==> src/rtl/videosync_gen.sv <==
// Horizontal/vertical timing generator: pixel-enabled H/V counters, windowed sync/blank flags,
// delayed HBLANK and line/frame wrap strobes. Flags are zero-latency relative to HCOUNT/VCOUNT.
module videosync_gen #(
  parameter int H_W           = 9,
  parameter int V_W           = 9,
  parameter int H_TOTAL       = 455,
  parameter int V_TOTAL       = 262,
  parameter int H_BLANK_START = 0,
  parameter int H_BLANK_END   = 80,
  parameter int H_SYNC_START  = 32,
  parameter int H_SYNC_END    = 64,
  parameter int V_BLANK_START = 0,
  parameter int V_BLANK_END   = 16,
  parameter int V_SYNC_START  = 12,
  parameter int V_SYNC_END    = 16,
  parameter int HBLANK_DELAY  = 5
) (
  input  logic           CLK_DRV,
  input  logic           RESET,
  input  logic           CE_PIX,
  output logic [H_W-1:0] HCOUNT,
  output logic [V_W-1:0] VCOUNT,
  output logic           HRESET,
  output logic           VRESET,
  output logic           HSYNC,
  output logic           HSYNC_N,
  output logic           HBLANK,
  output logic           HBLANK_N,
  output logic           VSYNC,
  output logic           VSYNC_N,
  output logic           VBLANK,
  output logic           VBLANK_N
);

  if (H_TOTAL > (1 << H_W) || V_TOTAL > (1 << V_W)) begin : g_bad_total
    $error("videosync_gen: TOTAL does not fit in counter width");
  end
  if (H_BLANK_START >= H_TOTAL || H_BLANK_END >= H_TOTAL ||
      H_SYNC_START  >= H_TOTAL || H_SYNC_END  >= H_TOTAL) begin : g_bad_h
    $error("videosync_gen: horizontal window bound outside 0..H_TOTAL-1");
  end
  if (V_BLANK_START >= V_TOTAL || V_BLANK_END >= V_TOTAL ||
      V_SYNC_START  >= V_TOTAL || V_SYNC_END  >= V_TOTAL) begin : g_bad_v
    $error("videosync_gen: vertical window bound outside 0..V_TOTAL-1");
  end

  localparam logic [H_W-1:0] H_LAST = H_W'(H_TOTAL - 1);
  localparam logic [V_W-1:0] V_LAST = V_W'(V_TOTAL - 1);

  // Window [s, e) with wrap-around when s > e; empty when s == e.
  function automatic logic in_win(input int c, input int s, input int e);
    if (s < e)      return (c >= s) && (c < e);
    else if (s > e) return (c >= s) || (c < e);
    else            return 1'b0;
  endfunction

  logic           h_wrap, v_wrap;
  logic [H_W-1:0] h_next;
  logic [V_W-1:0] v_next;
  logic           hs_nx, hb_nx, vs_nx, vb_nx;
  logic           hb_int, hb_int_n;

  always_comb begin
    h_wrap = (HCOUNT == H_LAST);
    v_wrap = (VCOUNT == V_LAST);
    h_next = h_wrap ? '0 : HCOUNT + H_W'(1);
    v_next = VCOUNT;
    if (h_wrap) v_next = v_wrap ? '0 : VCOUNT + V_W'(1);
    hs_nx = in_win(int'(h_next), H_SYNC_START, H_SYNC_END);
    hb_nx = in_win(int'(h_next), H_BLANK_START, H_BLANK_END);
    vs_nx = in_win(int'(v_next), V_SYNC_START, V_SYNC_END);
    vb_nx = in_win(int'(v_next), V_BLANK_START, V_BLANK_END);
  end

  always_ff @(posedge CLK_DRV or posedge RESET) begin
    if (RESET) begin
      HCOUNT   <= '0;
      VCOUNT   <= '0;
      HRESET   <= 1'b0;
      VRESET   <= 1'b0;
      HSYNC    <= 1'b0;
      HSYNC_N  <= 1'b1;
      hb_int   <= 1'b0;
      hb_int_n <= 1'b1;
      VSYNC    <= 1'b0;
      VSYNC_N  <= 1'b1;
      VBLANK   <= 1'b0;
      VBLANK_N <= 1'b1;
    end else begin
      HRESET <= CE_PIX && h_wrap;
      VRESET <= CE_PIX && h_wrap && v_wrap;
      if (CE_PIX) begin
        HCOUNT   <= h_next;
        VCOUNT   <= v_next;
        HSYNC    <= hs_nx;
        HSYNC_N  <= ~hs_nx;
        hb_int   <= hb_nx;
        hb_int_n <= ~hb_nx;
        VSYNC    <= vs_nx;
        VSYNC_N  <= ~vs_nx;
        VBLANK   <= vb_nx;
        VBLANK_N <= ~vb_nx;
      end
    end
  end

  // The delay line runs on every clock, not just pixel enables.
  if (HBLANK_DELAY == 0) begin : g_no_delay
    assign HBLANK   = hb_int;
    assign HBLANK_N = hb_int_n;
  end else begin : g_delay
    logic [HBLANK_DELAY-1:0] dl, dl_n;
    always_ff @(posedge CLK_DRV or posedge RESET) begin
      if (RESET) begin
        dl   <= '0;
        dl_n <= '1;
      end else begin
        dl   <= HBLANK_DELAY'({dl, hb_int});
        dl_n <= HBLANK_DELAY'({dl_n, hb_int_n});
      end
    end
    assign HBLANK   = dl[HBLANK_DELAY-1];
    assign HBLANK_N = dl_n[HBLANK_DELAY-1];
  end

endmodule

==> config.mk <==
export PLATFORM = sky130hd
export DESIGN_NAME = videosync_gen
export DESIGN_NICKNAME = d
export VERILOG_FILES = /design/src/rtl/videosync_gen.sv
export SDC_FILE = /design/constraint.sdc
export NUM_CORES = 1
export LEC_CHECK = 0
export BUFFER_PORTS_ARGS = -buffer_cell sky130_fd_sc_hd__buf_4
export CORE_ASPECT_RATIO = 0.7
export CORE_MARGIN = 5
export CORE_UTILIZATION = 55
export CTS_CLUSTER_DIAMETER = 150
export DETAILED_ROUTE_END_ITERATION = 7
export GPL_TIMING_DRIVEN = 0
export PLACE_DENSITY = 0.82
export SKIP_LAST_GASP = 1
export SYNTH_ARGS = -nofsm -noshare
export SYNTH_HDL_FRONTEND = slang
export SYNTH_SLANG_ARGS = --single-unit
export TNS_END_PERCENT = 100
==> constraint.sdc <==
create_clock -name CLK_DRV -period 6 [get_ports CLK_DRV]
set_input_delay 1.8 -clock CLK_DRV [delete_from_list [all_inputs] [get_ports CLK_DRV]]
set_output_delay 1.8 -clock CLK_DRV [all_outputs]
set_load 0.02 [all_outputs]
==> summary.json <==
{
  "worstPathMaxFanout": {"value": 8},
  "replace_congestion": {"value": 0.855},
  "crit_path_end_kind": {"value": "flop"},
  "floorplan.initialDensity": {"value": 56.1, "unit": "%"},
  "postCtsHoldBufs": {"value": 0},
  "num-fill-cells": {"value": 270},
  "worstSkewPairLatency": {"value": 300, "unit": "ps"},
  "detail_route.wl_per_cell": {"value": 14.8, "unit": "um"},
  "synth_top_cell_area_share": {"value": 37.5, "unit": "%"},
  "postCtsSetupRepairBufs": {"value": 0},
  "synth.ff_latch_count": {"value": 38},
  "hp-class": {"value": "flop to flop"},
  "post-route-min-period": {"value": 3080, "unit": "ps"},
  "numPortBuffers": {"value": 30},
  "detail_route.vias_per_cell": {"value": 5.60},
  "cts_num_sinks": {"value": 38},
  "grt_start_max_net_pins": {"value": 26},
  "synthesis.instances": {"value": 180},
  "yosysMostFrequentCell": {"value": "dfrtp_1"},
  "place_area": {"value": 0.00225, "unit": "sq mm"},
  "holdPathStages": {"value": 0},
  "synth_fp_nets": {"value": 187},
  "power_density": {"value": 326, "unit": "mW/mm^2"},
  "final-setup-viol-count": {"value": 0},
  "drt.antenna.violating_nets": {"value": 0},
  "core.rowCount": {"value": 18},
  "clock_tree_from_tritoncts": {"value": "done"},
  "finalNetCount": {"value": 225},
  "synthDistinctLibCells": {"value": 55},
  "max_freq": {"value": 325, "unit": "MHz"},
  "total_grt_overflow": {"value": 0},
  "first_global_vias": {"value": 1282},
  "p_leak": {"value": 1.07, "unit": "nW"},
  "post-synth-top-area-cell": {"value": "dfrtp_1"},
  "cap_violations": {"value": 0},
  "final_layout_size_suffix_gt1_share": {"value": 32.9, "unit": "%"},
  "r2r_slack": {"value": 3340, "unit": "ps"},
  "cp.required": {"value": 6230, "unit": "ps"},
  "yosysWarningCount": {"value": 0},
  "pin_count": {"value": 31},
  "post_synth_main_area_contributors": {"value": "dfrtp_1, dfstp_2, nand2_1, o21ai_0, xnor2_1"},
  "totalWireLength": {"value": 3.99, "unit": "mm"},
  "worstSetupPathType": {"value": "input port to flop"},
  "clock_path_buffers": {"value": 2},
  "floorplan.die_area": {"value": 0.00482, "unit": "sq mm"},
  "outcome": {"value": "complete, no violations"},
  "regToRegEndpoint": {"value": "VSYNC_N$_DFFE_PP1P_"},
  "mean_instance_size_in_the_synthesized_netlist": {"value": 10.7, "unit": "sq um"},
  "dp_hpwl": {"value": 2.82, "unit": "mm"},
  "report.final.slew_viol_count": {"value": 0},
  "dr_total_vias": {"value": 1506},
  "grt_first_pass_wirelength": {"value": 6.44, "unit": "mm"},
  "clock_tree.root_cell": {"value": "clkbuf_8"},
  "grt_setup_unrepaired": {"value": "no"},
  "critPathLaunchType": {"value": "input port"},
  "number_of_diodes_added_for_antenna_fixing": {"value": 0},
  "netlist_top_cells_count": {"value": "dfrtp_1, nand2_1, o21ai_0"},
  "cts-htree-levels": {"value": 2},
  "detailedRoute.firstPassIterationCount": {"value": 4},
  "yosys_most_used_dff": {"value": "dfrtp_1"},
  "flow.area_growth_from_synthesis": {"value": 23.7, "unit": "%"},
  "postCtsResizedCells": {"value": 0},
  "dr.first_iter.drc_count": {"value": 164},
  "fin_tns_setup": {"value": 0, "unit": "ps"},
  "synth-seq-area-share": {"value": 49.8, "unit": "%"},
  "postSynth.asyncResetShare": {"value": 100, "unit": "%"},
  "timing.final.crit_share": {"value": 51.3, "unit": "%"},
  "grt_use_total": {"value": 18.4, "unit": "%"},
  "clk_pin_slew_worst_paths": {"value": 80, "unit": "ps"},
  "hold_viol_final": {"value": 0},
  "critical_path_arrival": {"value": 3300, "unit": "ps"},
  "core": {"value": 0.00345, "unit": "sq mm"},
  "vert_die_dim": {"value": 59.6, "unit": "um"},
  "min_to": {"value": "g_delay.dl_n[2]$_DFF_PP1_"},
  "timing_worst_slew_pin_value": {"value": 630, "unit": "ps"},
  "numCtsBuffers": {"value": 5},
  "r2r_start": {"value": "HCOUNT[0]$_DFFE_PP0P_"},
  "ir_drop": {"value": 228, "unit": "uV"},
  "initial_antenna_violation_count": {"value": 0},
  "min_from": {"value": "g_delay.dl_n[1]$_DFF_PP1_"},
  "synth.cell_area": {"value": 0.00193, "unit": "sq mm"},
  "design_area": {"value": 0.00239, "unit": "sq mm"},
  "die_w": {"value": 80.9, "unit": "um"},
  "final.setup_skew": {"value": 6.68, "unit": "ps"},
  "max-slew-margin-rel": {"value": 57.8, "unit": "%"},
  "timing.reg2reg.worst_path_depth": {"value": 7},
  "synth_enable_flop_cells": {"value": 0},
  "drc": {"value": 0}
}
==> per-layer routing <==
layer / up-vias / track usage, % / share of wire, %
li1: 730 / - / -
met1: 720 / 28.8 / 51
met2: 49 / 22.7 / 40
met3: 7 / 5.32 / 6.6
met4: 0 / 8.67 / 1.6
met5: - / 0 / 0
==> how the worst max path moves through the flow <==
stage / depth (start not counted) / start / slack, ps / to
final: 7 / CE_PIX / 2920 / VSYNC_N$_DFFE_PP1P_
after detailed placement: 7 / CE_PIX / 2620 / VSYNC_N$_DFFE_PP1P_
after floorplan: 6 / CE_PIX / 2910 / VSYNC_N$_DFFE_PP1P_
after CTS: 7 / CE_PIX / 2930 / VSYNC$_DFFE_PP0P_
after global routing: 7 / CE_PIX / 2820 / VSYNC_N$_DFFE_PP1P_
after global placement: 7 / CE_PIX / 2650 / VSYNC_N$_DFFE_PP1P_
==> area by class of cell <==
type                            instances  area, sq um  share of cell area, %
Tap cell                               50         62.6                   2.62
Timing Repair Buffer                   31          253                   10.6
Inverter                                9         33.8                   1.41
Multi-Input combinational cell        123          851                   35.6
Sequential cell                        38          962                   40.2
Buffer                                 10         86.3                   3.61
Clock inverter                          2         60.1                   2.51
Clock buffer                            6         82.6                   3.45
==> sequential cells by signal, summed over array words and instances, names as in the netlist <==
register      cells
HSYNC             1
HSYNC_N           1
VSYNC_N           1
g_delay.dl        5
g_delay.dl_n      5
VBLANK            1
hb_int_n          1
hb_int            1
VRESET            1
VSYNC             1
HRESET            1
VCOUNT            9
HCOUNT            9
VBLANK_N          1
==> cells by family (layout without fill, tap and decap cells) <==
logic type	count (synthesis)	count (layout)	synth area share (%)
AND/OR/NAND/NOR	61	61	19.1
multiplexers	2	2	1.10
XOR/XNOR	8	8	3.62
adder cells (fa/ha/maj)	4	4	2.59
flip-flops	38	38	49.8
AO/OA/AOI/OAI	48	48	17.6
buffers and inverters	19	58	6.21
==> per-stage QoR <==
step	hold WS (ps)	std cells	setup WS (ps)	power, mW	util [%]
after CTS	351	269	2930	0.785	69.4
after floorplan	331	180	2910	0.450	-
after global routing	355	269	2820	0.816	69.4
final	351	269	2920	0.780	69.4
after detailed placement	336	261	2620	0.516	65.3
after global placement	333	260	2650	0.510	64.5
==> layout by cell type (no fill, tap or decap), drive strengths merged, types with 3 or more instances in the layout <==
cell type and instances:
nand3 4, dfstp 9, dfrtp 29, inv 9, nor3 4, buf 35
o21ai 15, and3 4, nor2 10, nand4 4, o31ai 4, xnor2 6
a21o 3, nand2 20, a21oi 5, a31oi 4, clkbuf 12, ha 4
and2 4
==> worst max-delay path, cell delays in order <==
cell	delay [ps]
buf_4	90
inv_1	140
or3_1	400
clkbuf_2	170
o32ai_2	150
o221ai_2	200
o32a_1	360
==> where the power goes <==
group	internal [mW]	switching, mW	total [mW]
Sequential	0.309	0.0370	0.346
Clock	0.177	0.0921	0.269
Combinational	0.0763	0.0884	0.165
Total	0.563	0.217	0.780
Note: power is estimated with default switching activity, not from simulation.
